$ cat src/rtl/fifo_pkt_write_logic_pkg.sv
// ============================================================================
//  Module      : fifo_pkt_write_logic_pkg
//  Description : Shared state encodings and helpers for the packet FIFO
//                write-side logic.
//  Revision    : 1.0  initial release
// ============================================================================
`default_nettype none

package fifo_pkt_write_logic_pkg;

    typedef logic [1:0] fws_state_t;

    localparam fws_state_t FWS_IDLE = 2'd0;
    localparam fws_state_t FWS_OPEN = 2'd1;
    localparam fws_state_t FWS_OVF  = 2'd2;

    // A truncated packet accepts no further words until it is closed.
    function automatic logic fws_accepts(input fws_state_t state);
        return state != FWS_OVF;
    endfunction

endpackage

`default_nettype wire

$ cat src/rtl/fifo_gray2bin.sv
// ============================================================================
//  Module      : fifo_gray2bin
//  Description : Combinational Gray-to-binary converter, width W.
//  Revision    : 1.0  initial release
// ============================================================================
`default_nettype none

module fifo_gray2bin #(
    parameter int W = 3
) (
    input  logic [W-1:0] gray,
    output logic [W-1:0] bin
);

    // Each binary bit is the XOR of all Gray bits at or above it.
    for (genvar i = 0; i < W; i++) begin : g_bit
        assign bin[i] = ^gray[W-1:i];
    end

endmodule

`default_nettype wire

$ cat src/rtl/fifo_pkt_write_logic.sv
// ============================================================================
//  Module      : fifo_pkt_write_logic
//  Description : Write-side pointer/flag logic of the async packet FIFO with
//                packet commit/drop. Optional macro FIFO_WR_OVF_CNT_EN adds
//                the saturating rejected-write counter ovf_cnt.
//  Revision    : 1.0  initial release
// ============================================================================
`default_nettype none

module fifo_pkt_write_logic
    import fifo_pkt_write_logic_pkg::*;
#(
    parameter int PTR_SZ    = 2,
    parameter int AFULL_THR = 3
`ifdef FIFO_WR_OVF_CNT_EN
   ,parameter int OVF_CW    = 8
`endif
) (
    input  logic              clk,
    input  logic              rst,          // active-low, asynchronous
    input  logic              winc,
    input  logic              wcommit,
    input  logic              wdrop,
    input  logic [PTR_SZ:0]   rq2_raddr,
    output logic              write_en,
    output logic [PTR_SZ-1:0] waddr,
    output logic [PTR_SZ:0]   waddr_gray,
    output logic              wfull,
    output logic              walmost_full,
    output logic [PTR_SZ:0]   wlevel,
    output logic              pkt_err
`ifdef FIFO_WR_OVF_CNT_EN
   ,output logic [OVF_CW-1:0] ovf_cnt
`endif
);

    localparam int c_ptr_w = PTR_SZ + 1;

    logic [c_ptr_w-1:0] r_wptr;
    logic [c_ptr_w-1:0] r_cptr;
    logic [c_ptr_w-1:0] r_waddr_gray;
    fws_state_t         r_state;
    logic               r_pkt_err;

    logic [c_ptr_w-1:0] w_rbin;
    logic [c_ptr_w-1:0] w_level;
    logic               w_full;
    logic               w_write_en;
    logic [c_ptr_w-1:0] w_wptr_next;
    logic [c_ptr_w-1:0] w_cptr_next;
    fws_state_t         w_state_next;
    logic               w_pkt_err_next;

    fifo_gray2bin #(.W(c_ptr_w)) u_rptr_g2b (
        .gray (rq2_raddr),
        .bin  (w_rbin)
    );

    // Level counts provisional words too, so a long packet can fill the FIFO.
    assign w_level = r_wptr - w_rbin;
    assign w_full  = (r_wptr[PTR_SZ] != w_rbin[PTR_SZ]) &&
                     (r_wptr[PTR_SZ-1:0] == w_rbin[PTR_SZ-1:0]);

    // State register
    always_ff @(posedge clk or negedge rst) begin
        if (!rst) begin
            r_wptr       <= '0;
            r_cptr       <= '0;
            r_waddr_gray <= '0;
            r_state      <= FWS_IDLE;
            r_pkt_err    <= 1'b0;
        end else begin
            r_wptr       <= w_wptr_next;
            r_cptr       <= w_cptr_next;
            r_waddr_gray <= w_cptr_next ^ (w_cptr_next >> 1);
            r_state      <= w_state_next;
            r_pkt_err    <= w_pkt_err_next;
        end
    end

    // Next-state logic
    always_comb begin
        w_wptr_next    = r_wptr;
        w_cptr_next    = r_cptr;
        w_state_next   = r_state;
        w_pkt_err_next = 1'b0;
        if (r_state == FWS_OVF) begin
            if (wcommit || wdrop) begin
                w_wptr_next  = r_cptr;
                w_state_next = FWS_IDLE;
            end
        end else if (wdrop) begin
            w_wptr_next  = r_cptr;
            w_state_next = FWS_IDLE;
        end else if (winc && w_full) begin
            // Packet is truncated; a commit in this cycle must not publish it.
            w_state_next   = FWS_OVF;
            w_pkt_err_next = 1'b1;
        end else begin
            w_wptr_next = r_wptr + c_ptr_w'(w_write_en);
            if (wcommit) begin
                w_cptr_next  = w_wptr_next;
                w_state_next = FWS_IDLE;
            end else if (w_write_en) begin
                w_state_next = FWS_OPEN;
            end
        end
    end

    // Output logic
    always_comb begin
        w_write_en = winc & ~w_full & ~wdrop & fws_accepts(r_state);
    end

    assign write_en     = w_write_en;
    assign waddr        = r_wptr[PTR_SZ-1:0];
    assign waddr_gray   = r_waddr_gray;
    assign wfull        = w_full;
    assign walmost_full = (w_level >= c_ptr_w'(AFULL_THR));
    assign wlevel       = w_level;
    assign pkt_err      = r_pkt_err;

`ifdef FIFO_WR_OVF_CNT_EN
    logic              w_reject;
    logic [OVF_CW-1:0] r_ovf_cnt;

    assign w_reject = winc & ((r_state == FWS_OVF) | (w_full & ~wdrop));

    always_ff @(posedge clk or negedge rst) begin
        if (!rst) begin
            r_ovf_cnt <= '0;
        end else if (w_reject && (r_ovf_cnt != '1)) begin
            r_ovf_cnt <= r_ovf_cnt + 1'b1;
        end
    end

    assign ovf_cnt = r_ovf_cnt;
`endif

endmodule

`default_nettype wire

$ cat config.mk
export PLATFORM = sky130hd
export DESIGN_NAME = fifo_pkt_write_logic
export DESIGN_NICKNAME = d
export VERILOG_FILES = /design/src/rtl/fifo_pkt_write_logic_pkg.sv /design/src/rtl/fifo_gray2bin.sv /design/src/rtl/fifo_pkt_write_logic.sv
export SDC_FILE = /design/constraint.sdc
export NUM_CORES = 1
export LEC_CHECK = 0
export CORE_MARGIN = 2
export CORE_UTILIZATION = 50
export CTS_BUF_LIST = sky130_fd_sc_hd__clkbuf_4 sky130_fd_sc_hd__clkbuf_8
export DETAILED_ROUTE_END_ITERATION = 10
export PLACE_DENSITY = 0.8
export SLEW_MARGIN = 20
export SYNTH_ARGS = -nofsm -noshare
export SYNTH_HDL_FRONTEND = slang
export SYNTH_SLANG_ARGS = --single-unit
$ cat constraint.sdc
create_clock -name clk -period 3.3 [get_ports clk]
set_input_delay 0.66 -clock clk [delete_from_list [all_inputs] [get_ports clk]]
set_output_delay 0.66 -clock clk [all_outputs]
set_load 0.005 [all_outputs]
==> results of run 1 <==
worst reg2reg max path: stages, from the launching register on:
cell and delay [ns]:
dfrtp_1 0.45, ha_1 0.39, and3_1 0.19, nor2_1 0.16, buf_4 0.13, ha_1 0.15, ha_1 0.18, xor2_1 0.24
xnor2_1 0.15, mux2i_1 0.08
synth_stat cells, types with 2 or more instances:
master / instances / share of area, %
a31oi_1: 2 / 1.5
o21ai_0: 2 / 1.2
nand3_1: 3 / 1.8
xor2_1: 2 / 2.1
mux2_4: 3 / 5.4
dfrtp_1: 11 / 33
nor4bb_1: 2 / 2.4
buf_4: 3 / 2.7
nor2_1: 2 / 0.90
inv_1: 7 / 3.1
nand2b_1: 2 / 1.5
nor3_1: 3 / 1.8
mux2i_1: 2 / 2.4
and3_1: 2 / 1.5
ha_1: 4 / 6.0
a211o_1: 2 / 2.1
nor2b_1: 3 / 2.2
xnor2_1: 7 / 7.3
path summary, 6_finish.rpt:
kind                               from       endpoint  slack [ns]  cells after the start
max                        rq2_raddr[2]       write_en        0.08                      8
min reg2reg                   r_cptr[2]      r_cptr[2]        0.60                      1
min in group asynchronous           rst      r_wptr[2]        0.72                      1
min                           r_cptr[2]      r_cptr[2]        0.60                      1
max in group asynchronous           rst      r_wptr[0]        2.24                      1
max reg2reg                   r_wptr[1]  waddr_gray[1]        1.06                      9
layout make-up:
type | instances | area, um^2
inverters | 7 | 26.3
well taps | 16 | 20.0
fillers | 129 | 415
flip-flops and latches | 11 | 275
repair buffers | 27 | 250
multi-input cells | 56 | 524
clock buffers | 4 | 30.0
cell families (layout without fill, tap and decap cells):
family / after synthesis / after routing / synth area share [%]
and+or+nand+nor: 20 / 20 / 15.1
AOI/OAI and AO/OA: 15 / 15 / 16.3
buffers and inverters: 12 / 38 / 6.88
DFF: 11 / 11 / 32.9
xor gates and xnor gates: 10 / 10 / 11.4
muxes: 6 / 6 / 9.12
adders and majority gates: 5 / 5 / 8.37
power by group through the flow:
stage	sequential [mW]	clock (mW)	combinational [mW]
6_report	0.260	0.101	0.649
5_1_grt	0.269	0.112	0.708
4_1_cts	0.260	0.104	0.650
3_5_place_dp	0.263	0	0.625
3_3_place_gp	0.259	0	0.609
2_1_floorplan	0.237	0	0.387
flip-flops by register name, summed over array words and instances, names as in the netlist:
| signal | flops |
|---|---|
| pkt_err | 1 |
| r_cptr | 3 |
| r_state | 2 |
| r_wptr | 3 |
| waddr_gray | 2 |
through the flow:
step | TNS (ns) | hold WS, ns | instances | setup slack [ns]
6_report | 0 | 0.600 | 121 | 0.0837
5_1_grt | 0 | 0.632 | 121 | 0.0183
4_1_cts | 0 | 0.601 | 121 | 0.0390
3_5_place_dp | -0.511 | 0.581 | 116 | -0.243
3_3_place_gp | -0.231 | 0.564 | 116 | -0.143
2_1_floorplan | 0 | 0.364 | 79 | 0.713
metal layers:
metal	GRT usage (%)	vias up	part of all wire, %
met3	7.20	0	5.6
met2	37.1	21	49
met4	1.76	0	0
met1	28.1	339	45
met5	0	-	0
li1	-	336	-
timing repair:
| item | 4_1_cts | 5_1_grt |
|---|---|---|
| setup buffers | 1 | 0 |
| hold buffers | 0 | 0 |
| cloned | 0 | 0 |
| setup endpoints to repair | 4 | 1 |
| pin swaps | 4 | 3 |
| resized for setup | 6 | 2 |
==> out/results.tsv, run 1 <==
metric	value	unit
status	finished, final reports clean	
Placed Area	0.00107	mm^2
largest net degree at the start of global routing	12	
Tmin final	3.22	ns
antenna violations before repair	0	
Via density	5.75	
Starting Density	54.3	%
I/O pin count	20	
period utilisation layout	97.5	%
grt total ovfl	0	
cell area after layout	0.00113	mm^2
register area share after synthesis	32.9	%
synthesized net count	92	
Synth Instances	79	
clock-pin slew on the worst setup and hold paths	0.07	ns
P_sw	0.376	mW
yosys warns	0	
clock tree buffer depth	2	
antenna-violating nets left	0	
share of layout cells above drive strength 1	23.8	%
relative slew slack	66.3	%
DIE HEIGHT	44.9	um
CP bufs+invs	4	
Worst path max stage delay	0.52	ns
leading cell type in the layout, fill and taps excluded	clkdlybuf4s50_1	
IO buf count	19	
Post-synth EDFFs	0	
fin. max-slew vios	0	
Site Rows	14	
most used cell, CP	buf_4	
part of the power in registers	25.8	%
Max Clock Freq	0.311	GHz
max-cap violations	0	
Final Power	1.01	mW
Post-synth top flop	dfrtp_1	
maximum VDD drop	595	uV
Pre-Repair DR Iteration Count	4	
actual slew at the worst max-slew pin	0.504	ns
Setup crit start kind	input port	
# DRC	0	
final setup fails	0	
Leak	0.526	nW
Die ar.	0.00202	mm^2
core area	0.00154	mm^2
slowest stage cell, crit path	clkdlybuf4s50_1	
first-pass GRT wire length	3150	um
clock network power share	10.0	%
Skew-Pair Late Insertion Delay	0.27	ns
Starting DRT DRC Count	14	
CTS tree	yes	
RSZ-0062 raised after global routing	false	
synth unique cells	35	
family with the most delay on the worst path	buffers and inverters	
PwrDens	897	mW/mm^2
gpl congestion	0.852	
Worst Path Class, Setup	input port to output pin	
#FFs+latches synth	11	
Final Net Count	119	
CP Max Fanout	3	
Ant. Diodes	0	
WP data required	2.64	ns
Clock Root Buffer	clkbuf_4	
Worst Path Arrival	2.56	ns
Syn Area/Cell	10.6	um^2
Routed WL	1850	um
die width	44.9	um
Post-synth ARST share	100	%
total CTS buffers	3	
vias post-DR	696	
cell area after synthesis	837	um^2
GRT Total Usage	21.8	%
Pint	0.634	mW
Logic pwr share	64.2	%
final hold vios	0	
sw frac	37.2	%
most frequent cells in the layout	clkdlybuf4s50_1, dfrtp_1, buf_4	
H-tree levels	1	
Post-DP HPWL	1400	um
DR WL/cell	15.3	um
Layout area overhead	34.5	%
Post-Route Skew	0.00235	ns
Clock Sinks	11	
final core occ	73.1	%
vias in the first global route	697	
Crit. End Element	output pin	
Hold Crit Class	register to register	
crit-path cells	dlygate4sd2_1 > xnor2_2 > buf_4 > buf_4 > ha_1 > and3_1 > nor2_1 > clkdlybuf4s50_1	
Note: power is estimated with default switching activity, not from simulation.
==> inputs of run 2 (changes only) <==
--- a/config.mk
+++ b/config.mk
@@ -9,7 +9,8 @@
 export CORE_UTILIZATION = 50
 export CTS_BUF_LIST = sky130_fd_sc_hd__clkbuf_4 sky130_fd_sc_hd__clkbuf_8
 export DETAILED_ROUTE_END_ITERATION = 10
-export PLACE_DENSITY = 0.8
+export DONT_BUFFER_PORTS = 1
+export PLACE_DENSITY = 0.65
 export SLEW_MARGIN = 20
 export SYNTH_ARGS = -nofsm -noshare
 export SYNTH_HDL_FRONTEND = slang
==> run 2 against run 1 <==
Against the previous run: non-clock buffer count decreased by 27; hold slack lost 0.52 ns; power decreased by 25%; die area stayed put; via count shrank 18%; utilization is 18 points lower; worst setup slack gained 0.55 ns; combinational power fell by 40%; critical path depth down 2; final cell count is 22% lower; critical path type unchanged; largest cell class unchanged; highest routed layer is now met4.
==> out/results.tsv, run 2 (synthesis gave the netlist of run 1 again) <==
metric	value	unit	change
status	finished, final reports clean		
Max Clock Freq	0.375	GHz	+21%
Worst path max stage delay	0.37	ns	-0.15 ns
H-tree levels	1		unchanged
Final Net Count	92		-23%
worst-case reg-to-reg path depth	9		unchanged
gpl congestion	0.821		-3.6%
most frequent cells in the layout	dfrtp_1, inv_1, xnor2_1		
cell area after layout	856	um^2	-24%
relative slew slack	72.2	%	+5.9 points
Site Rows	14		unchanged
vias post-DR	574		-18%
Post-DP HPWL	1230	um	-12%
Worst Path Class, Setup	input port to output pin		
Starting DRT DRC Count	8		-6
final setup fails	0		unchanged
clock tree buffer depth	2		unchanged
most used cell, CP	xnor2_1		
Via density	6.11		+6.2%
CTS Hold Bufs	0		unchanged
Final Power	0.759	mW	-25%
clock-pin slew on the worst setup and hold paths	0.07	ns	about the same
WP data required	2.64	ns	about the same
antenna violations before repair	0		unchanged
Layout area overhead	2.24	%	
placed instance count	90		-22%
share of layout cells above drive strength 1	15.4	%	-8.4 points
Hold Crit Class	input port to asynchronous set/reset pin		
Worst Path Arrival	2.01	ns	-0.55 ns
slowest stage cell, crit path	fa_1		
CP Max Fanout	4		+1
RSZ-0062 raised after global routing	false		
max-cap violations	0		unchanged
fin. max-slew vios	0		unchanged
largest net degree at the start of global routing	12		unchanged
Ant. Diodes	0		unchanged
Crit. End Element	output pin		
maximum VDD drop	372	uV	-37%
CTS tree	yes		
Leak	0.397	nW	-25%
Routed WL	1600	um	-14%
IO buf count	0		-19
post-route insts no fill	94		-22%
vias in the first global route	571		-18%
leading cell type in the layout, fill and taps excluded	dfrtp_1		
first-pass GRT wire length	2820	um	-11%
top flop regs	r_cptr (3), r_wptr (3)		
crit-path cells	xnor2_1 > xnor2_1 > ha_1 > fa_1 > xnor2_1 > a21o_1		
I/O pin count	20		unchanged
Pre-Repair DR Iteration Count	2		-2
Die ar.	0.00202	mm^2	unchanged
PwrDens	887	mW/mm^2	-1.1%
Post-Route Skew	0.00599	ns	+0.00364 ns
GRT Total Usage	19.7	%	-2.1 points
actual slew at the worst max-slew pin	0.415	ns	-0.0896 ns
total CTS buffers	3		unchanged
Starting Density	54.3	%	unchanged
Setup crit start kind	input port		
DR WL/cell	17.0	um	+11%
Fin Setup TNS	0	ns	unchanged
Clock Root Buffer	clkbuf_4		
# DRC	0		unchanged
Clock Sinks	11		unchanged
Placed Area	826	um^2	-23%
Tmin final	2.67	ns	-0.547 ns
die width	44.9	um	unchanged
DIE HEIGHT	44.9	um	unchanged
grt total ovfl	0		unchanged
post-CTS resize count	0		-6
core area	0.00154	mm^2	unchanged
period utilisation layout	80.9	%	-17 points
antenna-violating nets left	0		unchanged
final hold vios	0		unchanged
Skew-Pair Late Insertion Delay	0.27	ns	about the same
postcts setup bufs	0		-1
==> run 2: cell count changes in the layout (fill, tap and decap cells not counted), moves of 2 or more <==
cell / previous run / this run
xnor2_2: 3 / 1
xnor2_1: 5 / 7
clkdlybuf4s50_1: 16 / 0
buf_4: 8 / 0
dlygate4sd2_1: 2 / 0
==> run 2: per-stage QoR <==
| stage | hold WS (ns) | util, % | worst slack (ns) |
|---|---|---|---|
| 6_report | 0.0803 | 55.5 | 0.631 |
| 5_1_grt | 0.0650 | 55.5 | 0.544 |
| 4_1_cts | 0.0746 | 55.5 | 0.619 |
| 3_5_place_dp | 0.365 | 53.6 | 0.457 |
| 3_3_place_gp | 0.365 | 53.6 | 0.564 |
| 2_1_floorplan | 0.364 | - | 0.713 |
==> run 2: power breakdown <==
| part | leakage [nW] | total [mW] | switching, mW | internal, mW |
|---|---|---|---|---|
| clock | 0.0184 | 0.0976 | 0.0427 | 0.0550 |
| combinational | 0.245 | 0.391 | 0.193 | 0.198 |
| sequential | 0.134 | 0.270 | 0.0787 | 0.192 |
| total | 0.397 | 0.759 | 0.314 | 0.445 |
==> run 2: layout make-up <==
cell class / instances / area (um^2)
well taps: 16 / 20.0
flip-flops and latches: 11 / 275
clock buffers: 4 / 30.0
fillers: 146 / 686
multi-input cells: 56 / 504
inverters: 7 / 26.3
==> run 2: layer usage <==
layer | track usage, % | share of wire, %
met4 | 3.53 | 0.56
met3 | 8.80 | 6.1
met2 | 29.3 | 47
met1 | 26.8 | 46
met5 | 0 | 0
==> run 2: final timing paths <==
kind                              startpoint            end  slack [ns]
worst max-delay path            rq2_raddr[2]   walmost_full        0.63
worst min-delay path                     rst  waddr_gray[1]        0.08
worst max register to register     r_wptr[0]  waddr_gray[1]        0.99
worst min register to register     r_cptr[0]      r_cptr[0]        0.61
max in group asynchronous                rst  waddr_gray[0]        3.15
min in group clk                       wdrop     r_state[0]        0.44
==> run 2: worst max-delay path, delay by kind of cell <==
family / cells / cell delay (ns)
compound gates: 1 / 0.13
fa+ha+maj: 2 / 0.57
xor+xnor: 3 / 0.65
==> inputs of run 3 (changes only) <==
==> constraint.sdc (replaced) <==
create_clock -name clk -period 2.68 [get_ports clk]
set_input_delay 0.536 -clock clk [delete_from_list [all_inputs] [get_ports clk]]
set_output_delay 0.536 -clock clk [all_outputs]
set_load 0.005 [all_outputs]
==> run 3 against run 2 <==
Against the previous run: critical path depth stayed put; clock skew hardly changed; cell area up 4.7%; flip-flop and latch count unchanged; sequential share of layout area decreased by 1.4 points; critical endpoint unchanged; largest cell class unchanged; largest power group unchanged; highest routed layer unchanged.
==> out/results.tsv, run 3 (synthesis gave the netlist of run 1 again) <==
metric	value	unit	change
status	finished, final reports clean		
Hold Crit Class	input port to register		
GRT Total Usage	18.8	%	-0.82 points
clock-pin slew on the worst setup and hold paths	0.07	ns	about the same
grt total ovfl	0		unchanged
most used cell, CP	xnor2_1		
Post-DP HPWL	1270	um	+3.2%
Tmin final	2.36	ns	
clock tree buffer depth	2		unchanged
period utilisation layout	88.2	%	
antenna violations before repair	0		unchanged
Starting Density	54.3	%	unchanged
crit-path cells	xnor2_1 > xnor2_1 > ha_1 > fa_1 > xnor2_1 > a21o_1		
Worst Path Arrival	1.83	ns	-0.18 ns
Clock Sinks	11		unchanged
Post-Route Skew	0.00604	ns	+0.0000466 ns
final setup fails	0		unchanged
core area	0.00154	mm^2	unchanged
Starting DRT DRC Count	16		+8
Final Net Count	97		+5.4%
Worst Path Class, Setup	input port to output pin		
I/O pin count	20		unchanged
# DRC	0		unchanged
PwrDens	1080	mW/mm^2	+22%
CP Max Fanout	4		unchanged
relative slew slack	65.4	%	-6.8 points
WP data required	2.14	ns	-0.50 ns
die width	44.9	um	unchanged
most frequent cells in the layout	dfrtp_1, inv_1, xnor2_1		
Worst path max stage delay	0.38	ns	about the same
postcts setup bufs	0		unchanged
Layout area overhead	7.03	%	
Leak	0.421	nW	+6.0%
Fin Setup TNS	0	ns	unchanged
Die ar.	0.00202	mm^2	unchanged
total CTS buffers	3		unchanged
vias post-DR	601		+4.7%
Site Rows	14		unchanged
fin. max-slew vios	0		unchanged
Max Clock Freq	0.423	GHz	
Crit. End Element	output pin		
Clock Root Buffer	clkbuf_4		
RSZ-0062 raised after global routing	false		
Skew-Pair Late Insertion Delay	0.27	ns	about the same
share of layout cells above drive strength 1	19.3	%	+3.9 points
vias in the first global route	614		+7.5%
CTS tree	yes		
Ant. Diodes	0		unchanged
largest net degree at the start of global routing	12		unchanged
H-tree levels	1		unchanged
maximum VDD drop	483	uV	+30%
Pre-Repair DR Iteration Count	4		+2
Final Power	0.969	mW	+28%
Setup crit start kind	input port		
leading cell type in the layout, fill and taps excluded	dfrtp_1		
Routed WL	1600	um	+0.13%
IO buf count	0		unchanged
Fillers	148		+1.4%
Via density	6.07		-0.58%
DR WL/cell	16.2	um	-4.9%
CP bufs+invs	0		unchanged
max-cap violations	0		unchanged
final hold vios	0		unchanged
DIE HEIGHT	44.9	um	unchanged
actual slew at the worst max-slew pin	0.517	ns	+0.102 ns
slowest stage cell, crit path	fa_1		
family with the most delay on the worst path	XOR/XNOR gates		
top flop regs	r_cptr (3), r_wptr (3)		
antenna-violating nets left	0		unchanged
first-pass GRT wire length	2760	um	-2.0%
gpl congestion	0.802		-2.4%
==> run 3: cell types whose count changed in the layout (fill, tap and decap cells not counted) <==
cell	delta
buf_4	+4
dlygate4sd3_1	+1
==> run 3: metal layers <==
| metal | up-vias | global-route usage, % | part of all wire, % |
|---|---|---|---|
| li1 | 290 | - | - |
| met1 | 297 | 25.1 | 47 |
| met2 | 12 | 29.9 | 47 |
| met3 | 2 | 6.80 | 4.9 |
| met4 | 0 | 3.53 | 0.50 |
| met5 | - | 0 | 0 |
==> run 3: final timing paths <==
path | startpoint | endpoint | slack [ns] | cells after the start
min in group asynchronous | rst | r_state[1] | 0.68 | 1
setup reg to reg | r_wptr[0] | waddr_gray[1] | 0.47 | 9
max in group asynchronous | rst | r_cptr[1] | 1.65 | 1
hold / removal | wdrop | r_state[0] | 0.32 | 1
hold reg to reg | r_cptr[0] | r_cptr[0] | 0.60 | 1
setup / recovery | rq2_raddr[2] | walmost_full | 0.32 | 6
==> run 3: report_power, final <==
group	internal (mW)	leakage (nW)	switching, mW
Sequential	0.236	0.134	0.0821
Combinational	0.269	0.268	0.261
Clock	0.0677	0.0184	0.0537
Total	0.573	0.421	0.396
==> run 3: timing repair <==
action                                  4_1_cts  5_1_grt
endpoints found under the setup margin        0        0
gates resized for setup                       0        0
hold buffers                                  1        0
hold endpoints to repair                     11        0
==> run 3: cell type report <==
class | count | area (um^2) | area share [%]
timing repair buffer | 5 | 40.0 | 4.47
clock buffer | 4 | 30.0 | 3.35
sequential | 11 | 275 | 30.7
multi-input combinational | 56 | 504 | 56.3
tap | 16 | 20.0 | 2.23
inverter | 7 | 26.3 | 2.93
==> run 3: metrics by stage <==
| step | hold WS (ns) | utilization, % | setup WS (ns) | cell area, um^2 | std cells |
|---|---|---|---|---|---|
| 3_3_place_gp | 0.241 | 55.5 | 0.122 | 856 | 94 |
| 5_1_grt | 0.309 | 58.1 | 0.187 | 896 | 99 |
| 4_1_cts | 0.308 | 58.1 | 0.297 | 896 | 99 |
| 2_1_floorplan | 0.240 | - | 0.217 | 837 | 79 |
| 6_report | 0.318 | 58.1 | 0.316 | 896 | 99 |
| 3_5_place_dp | 0.241 | 55.5 | 0.0554 | 856 | 94 |
